File: src/rtl/rc4_ksa_engine.sv
// RC4 key-scheduling engine.
// Owns the single-port S-box RAM while it optionally fills S[k]=k and then
// runs the KSA swap loop j = j + S[i] + key[i mod KEY_BYTES]. Each KSA
// iteration reads S[i], reads S[j], then writes S[j]=S[i] and S[i]=S[j].
// All RAM-side outputs are registered, so each state computes the outputs
// the next state needs.
module rc4_ksa_engine #(
    parameter int ADDR_W    = 8,
    parameter int KEY_BYTES = 3,
    parameter int RD_LAT    = 2
) (
    input  logic                        clk,
    input  logic                        rst_n,
    input  logic                        start,
    input  logic                        do_init,
    input  logic [ADDR_W*KEY_BYTES-1:0] key,
    output logic                        busy,
    output logic                        done,
    output logic [ADDR_W-1:0]           addr,
    output logic [ADDR_W-1:0]           wrdata,
    output logic                        wren,
    input  logic [ADDR_W-1:0]           rddata
);

    localparam int KIDX_W = (KEY_BYTES > 1) ? $clog2(KEY_BYTES) : 1;
    localparam int WAIT_W = (RD_LAT > 2) ? $clog2(RD_LAT - 1) : 1;

    localparam logic [ADDR_W-1:0] IDX_LAST  = '1;
    localparam logic [KIDX_W-1:0] KIDX_LAST = KIDX_W'(KEY_BYTES - 1);
    // WAIT states last RD_LAT-1 cycles: load RD_LAT-2 and count down to zero.
    localparam logic [WAIT_W-1:0] WAIT_INIT = WAIT_W'((RD_LAT >= 2) ? (RD_LAT - 2) : 0);

    typedef enum logic [3:0] {
        ST_IDLE,
        ST_FILL,
        ST_RD_I,
        ST_WAIT_I,
        ST_CAP_I,
        ST_RD_J,
        ST_WAIT_J,
        ST_CAP_J,
        ST_WR_J,
        ST_WR_I
    } state_t;

    state_t                        state_q;
    logic [ADDR_W*KEY_BYTES-1:0]   key_q;
    logic [ADDR_W-1:0]             i_q;
    logic [ADDR_W-1:0]             j_q;
    logic [ADDR_W-1:0]             si_q;
    logic [ADDR_W-1:0]             sj_q;
    logic [KIDX_W-1:0]             kidx_q;
    logic [WAIT_W-1:0]             wait_q;
    logic [ADDR_W-1:0]             addr_q;
    logic [ADDR_W-1:0]             wrdata_q;
    logic                          wren_q;
    logic                          busy_q;
    logic                          done_q;

    // Key element 0 lives in the MSBs of the latched key.
    logic [ADDR_W-1:0] key_elem [KEY_BYTES];

    for (genvar gi = 0; gi < KEY_BYTES; gi++) begin : g_key_elem
        assign key_elem[gi] = key_q[(KEY_BYTES-1-gi)*ADDR_W +: ADDR_W];
    end

    logic [ADDR_W-1:0] key_sel;
    logic [ADDR_W-1:0] j_d;

    // Next j for the CAP_I cycle; natural ADDR_W wrap gives the mod N.
    always_comb begin
        key_sel = key_elem[kidx_q];
        j_d     = j_q + rddata + key_sel;
    end

    // Control FSM with registered RAM-side outputs and handshake.
    always_ff @(posedge clk or negedge rst_n) begin
        if (!rst_n) begin
            state_q  <= ST_IDLE;
            key_q    <= '0;
            i_q      <= '0;
            j_q      <= '0;
            si_q     <= '0;
            sj_q     <= '0;
            kidx_q   <= '0;
            wait_q   <= '0;
            addr_q   <= '0;
            wrdata_q <= '0;
            wren_q   <= 1'b0;
            busy_q   <= 1'b0;
            done_q   <= 1'b0;
        end else begin
            done_q <= 1'b0;
            case (state_q)
                ST_IDLE: begin
                    wren_q <= 1'b0;
                    if (start) begin
                        key_q  <= key;
                        i_q    <= '0;
                        j_q    <= '0;
                        kidx_q <= '0;
                        busy_q <= 1'b1;
                        addr_q <= '0;
                        if (do_init) begin
                            wrdata_q <= '0;
                            wren_q   <= 1'b1;
                            state_q  <= ST_FILL;
                        end else begin
                            state_q  <= ST_RD_I;
                        end
                    end
                end
                // i doubles as the fill index k; it is back at 0 for the KSA.
                ST_FILL: begin
                    if (i_q == IDX_LAST) begin
                        i_q     <= '0;
                        addr_q  <= '0;
                        wren_q  <= 1'b0;
                        state_q <= ST_RD_I;
                    end else begin
                        i_q      <= i_q + 1'b1;
                        addr_q   <= i_q + 1'b1;
                        wrdata_q <= i_q + 1'b1;
                    end
                end
                ST_RD_I: begin
                    wren_q <= 1'b0;
                    if (RD_LAT == 1) begin
                        state_q <= ST_CAP_I;
                    end else begin
                        wait_q  <= WAIT_INIT;
                        state_q <= ST_WAIT_I;
                    end
                end
                ST_WAIT_I: begin
                    if (wait_q == '0) begin
                        state_q <= ST_CAP_I;
                    end else begin
                        wait_q <= wait_q - 1'b1;
                    end
                end
                ST_CAP_I: begin
                    si_q    <= rddata;
                    j_q     <= j_d;
                    addr_q  <= j_d;
                    state_q <= ST_RD_J;
                end
                ST_RD_J: begin
                    if (RD_LAT == 1) begin
                        state_q <= ST_CAP_J;
                    end else begin
                        wait_q  <= WAIT_INIT;
                        state_q <= ST_WAIT_J;
                    end
                end
                ST_WAIT_J: begin
                    if (wait_q == '0) begin
                        state_q <= ST_CAP_J;
                    end else begin
                        wait_q <= wait_q - 1'b1;
                    end
                end
                ST_CAP_J: begin
                    sj_q     <= rddata;
                    addr_q   <= j_q;
                    wrdata_q <= si_q;
                    wren_q   <= 1'b1;
                    state_q  <= ST_WR_J;
                end
                // When i==j both reads saw the same value, so both writes agree.
                ST_WR_J: begin
                    addr_q   <= i_q;
                    wrdata_q <= sj_q;
                    wren_q   <= 1'b1;
                    state_q  <= ST_WR_I;
                end
                ST_WR_I: begin
                    wren_q <= 1'b0;
                    if (i_q == IDX_LAST) begin
                        done_q  <= 1'b1;
                        busy_q  <= 1'b0;
                        addr_q  <= '0;
                        state_q <= ST_IDLE;
                    end else begin
                        i_q     <= i_q + 1'b1;
                        addr_q  <= i_q + 1'b1;
                        kidx_q  <= (kidx_q == KIDX_LAST) ? '0 : kidx_q + 1'b1;
                        state_q <= ST_RD_I;
                    end
                end
                default: begin
                    wren_q  <= 1'b0;
                    busy_q  <= 1'b0;
                    state_q <= ST_IDLE;
                end
            endcase
        end
    end

    assign addr   = addr_q;
    assign wrdata = wrdata_q;
    assign wren   = wren_q;
    assign busy   = busy_q;
    assign done   = done_q;

endmodule

File: config.mk
export PLATFORM = sky130hd
export DESIGN_NAME = rc4_ksa_engine
export DESIGN_NICKNAME = d
export VERILOG_FILES = /design/src/rtl/rc4_ksa_engine.sv
export SDC_FILE = /design/constraint.sdc
export NUM_CORES = 1
export LEC_CHECK = 0
export CAP_MARGIN = 20
export CORE_ASPECT_RATIO = 0.75
export CORE_UTILIZATION = 45
export DETAILED_ROUTE_END_ITERATION = 10
export PLACE_DENSITY_LB_ADDON = 0.15
export SYNTH_ARGS = -nofsm -noshare
export SYNTH_HDL_FRONTEND = slang
export SYNTH_SLANG_ARGS = --single-unit
File: constraint.sdc
create_clock -name clk -period 3.2 [get_ports clk]
set_input_delay 0.64 -clock clk [delete_from_list [all_inputs] [get_ports clk]]
set_output_delay 0.64 -clock clk [all_outputs]
set_load 0.005 [all_outputs]
==> metrics.cfg <==
[run]
maxCapViolations=0

[synth]
ys_seq_elements=81
avgSynthCellArea_um2=10.9
synth_flop_cell=dfrtp_1
synth.area.top_cells=dfrtp_1 (48%), mux2_2 (9.0%), nand2_1 (5.2%)
yosys_warnings=0
synth_cell_types=63
netlist.area_leader.share_pct=47.5
yosysTopAreaCell=dfrtp_1
synth.yosys.seq_area_share_pct=47.5
async_flop_share_pct=100
synth_edf_count=0
synth_nets=441
synth_area_um2=4270
synth_cells=390

[detailed_routing]
wl_per_cell_um=17.1
routed-wl-met2_um=4640
dr.pass1.iters=5
wl_met3_um=522
via_per_inst=5.48
top_layer=met4
num_vias=3202
wirelength_um=9960
drtIter0Drc=201
drcViolationCount=0
met1Wirelength_um=4720
drtAntennaViolNets=0

[sta]
worstMarginPinSlew_ns=0.697
fin_skew_ns=0.00585
relSlewSlack_pct=53.5
max_freq_mhz=332
period_share_pct=94.2
fin_ws_ns=0.186
setup-violations-final=0
rsz0062_at_grt=false
finalHoldViolations=0
final-max-slew-violation-count=0
period_needed_ns=3.01

[clocking]
clk_latency_ns=0.34
clkTransAtPathRegs_ns=0.06
htreeDepth=3
cts_root_buf=clkbuf_16
cts_tree=yes
post-cts-setup-buffers=0
cts_made_buffers=9
clk_path_buf_depth=2
cts.sinks=81

[critical_path]
rr_startpoint=kidx_q[1]
cp_max_fo=6
crit_path_end_kind=flop
worstPathArrival_ns=3.28
path_class=reg -> reg
crit_required_ns=3.47
crit_path_start=kidx_q[1]
start_kind=flop

[final_layout]
fillers=794
drive_above_1_share_pct=18.0
design_area_um2=5310
final_util_pct=58.2
finalNetCount=502
synthToLayoutAreaGrowth_pct=24.4
diodes=0

[floorplan]
io_pins=55
die-area_um2=9880
die_x_um=114
rows=30
die_h_um=86.3
core_um2=9120
start_util_pct=46.8

[global_routing]
grtUsageTotal_pct=22.3
overflow=0
grt_pass1_vias=3174
antenna_found_initial=0
grt_max_degree=82
grt_pass1_wl_um=16600

[placed_design]
preCtsSetupSlack_ns=-0.110
globalplace.congestion=0.852
dpl.hpwl_um=7220
io_buffers=54
placed_area_um2=4980

[outcome]
status=finished clean

[power]
total_power_mw=2.92
p_leak_nw=2.29
irDropWorstVdd_v=0.000262
p_per_area_nw_per_um2=551

[min_path]
holdCritPathClass=in -> async

where the power goes:
group / switching, mW / internal, mW / total (mW)
logic: 0.335 / 0.388 / 0.724
registers: 0.0648 / 1.11 / 1.17
clock network: 0.403 / 0.622 / 1.03
total: 0.804 / 2.12 / 2.92
layer usage:
| layer | track usage, % | vias to the layer above |
|---|---|---|
| met5 | 0 | - |
| met4 | 5.55 | 0 |
| met3 | 6.08 | 10 |
| met2 | 34.7 | 77 |
| met1 | 31.1 | 1587 |
| li1 | - | 1528 |
placed cells by master, fill, tap and decap left out, types with 3 or more instances in the layout:
master	n
a222oi_1	7
a22oi_1	6
nor3_1	5
dfrtp_1	80
inv_1	8
fa_1	8
o21ai_1	3
xnor2_1	10
a221oi_1	4
a21o_1	6
nor2b_1	3
mux2_2	34
mux2i_1	10
ha_1	7
o21ai_0	27
nand2_1	59
o211ai_1	8
nand3_1	3
nor2_1	17
buf_4	15
clkdlybuf4s50_1	53
a211oi_1	3
and2_1	5
a22o_1	4
clkbuf_16	9
nand2b_1	3
a21oi_1	9
worst max-delay path: stages (launching register included):
cell      delay (ns)
dfrtp_2         0.45
nor2b_1         0.29
buf_4           0.19
nand2_1         0.05
o21ai_0         0.11
fa_1            0.49
ha_1            0.32
a211oi_1        0.34
o21bai_1        0.12
a21oi_1         0.18
mux2i_1         0.26
nand3b_1        0.14
cell type report:
type,instances,area [um^2],area share (%)
multi-input cells,281,2110,39.9
flip-flops and latches,81,2030,38.2
repair buffers,69,671,12.6
clock buffers,11,243,4.58
well taps,128,160,3.02
clock inverters,5,55.1,1.04
inverters,9,33.8,0.637
per-stage QoR:
| step | std cells | hold slack, ns | setup TNS (ns) |
|---|---|---|---|
| 2_1_floorplan | 390 | 0.344 | 0 |
| 3_3_place_gp | 567 | 0.458 | -0.0474 |
| 3_5_place_dp | 567 | 0.456 | -0.285 |
| 4_1_cts | 583 | 0.469 | 0 |
| 5_1_grt | 584 | 0.192 | 0 |
| 6_report | 584 | 0.184 | 0 |
cells by family (layout without fill, tap and decap cells):
| group | Yosys count | count (layout) | share of synthesized area [%] |
|---|---|---|---|
| compound gates | 95 | 95 | 16.5 |
| xor+xnor | 12 | 12 | 2.46 |
| fa+ha+maj | 15 | 15 | 5.81 |
| buf+inv | 28 | 94 | 2.96 |
| flops | 81 | 81 | 47.5 |
| mux | 45 | 45 | 11.6 |
| simple gates | 114 | 114 | 13.2 |
final timing paths:
| check | slack (ns) | cells after the start | end |
|---|---|---|---|
| max in group asynchronous | 2.41 | 2 | kidx_q[1] |
| min in group clk | 0.46 | 2 | wrdata[6] |
| min reg2reg | 0.46 | 2 | wrdata[6] |
| min | 0.18 | 1 | wrdata[1] |
| max reg2reg | 0.19 | 11 | addr[6] |
| max | 0.19 | 11 | addr[6] |
cell usage after synthesis (2+ instances only):
master / n
a21oi_1: 9
dfrtp_1: 81
clkbuf_1: 8
a22o_1: 4
nor2_1: 17
or3_1: 2
nand3b_1: 2
fa_1: 8
o21ai_0: 27
buf_2: 8
nand2_1: 59
o21ai_1: 3
mux2_2: 34
nand3_1: 3
a22oi_1: 6
a221oi_1: 4
mux2i_1: 10
ha_1: 7
inv_1: 8
xnor2_1: 10
and2_1: 5
nand2b_1: 3
a222oi_1: 7
nor2b_1: 4
o2bb2ai_1: 2
and3_1: 2
o211ai_1: 8
a211oi_1: 3
a21o_1: 6
nor3_1: 5
or2_2: 2
xor2_1: 2
state kept, by name, summed over array words and instances, names as in the netlist:
register,count
addr,8
wren,1
wrdata,8
si_q,8
state_q,4
i_q,8
busy,1
key_elem,24
kidx_q,2
j_q,8
done,1
sj_q,8
timing repair:
item,4_1_cts,5_1_grt
hold buffers,0,0
resized for setup,0,2
endpoints found under the setup margin,0,5
Note: power is estimated with default switching activity, not from simulation.
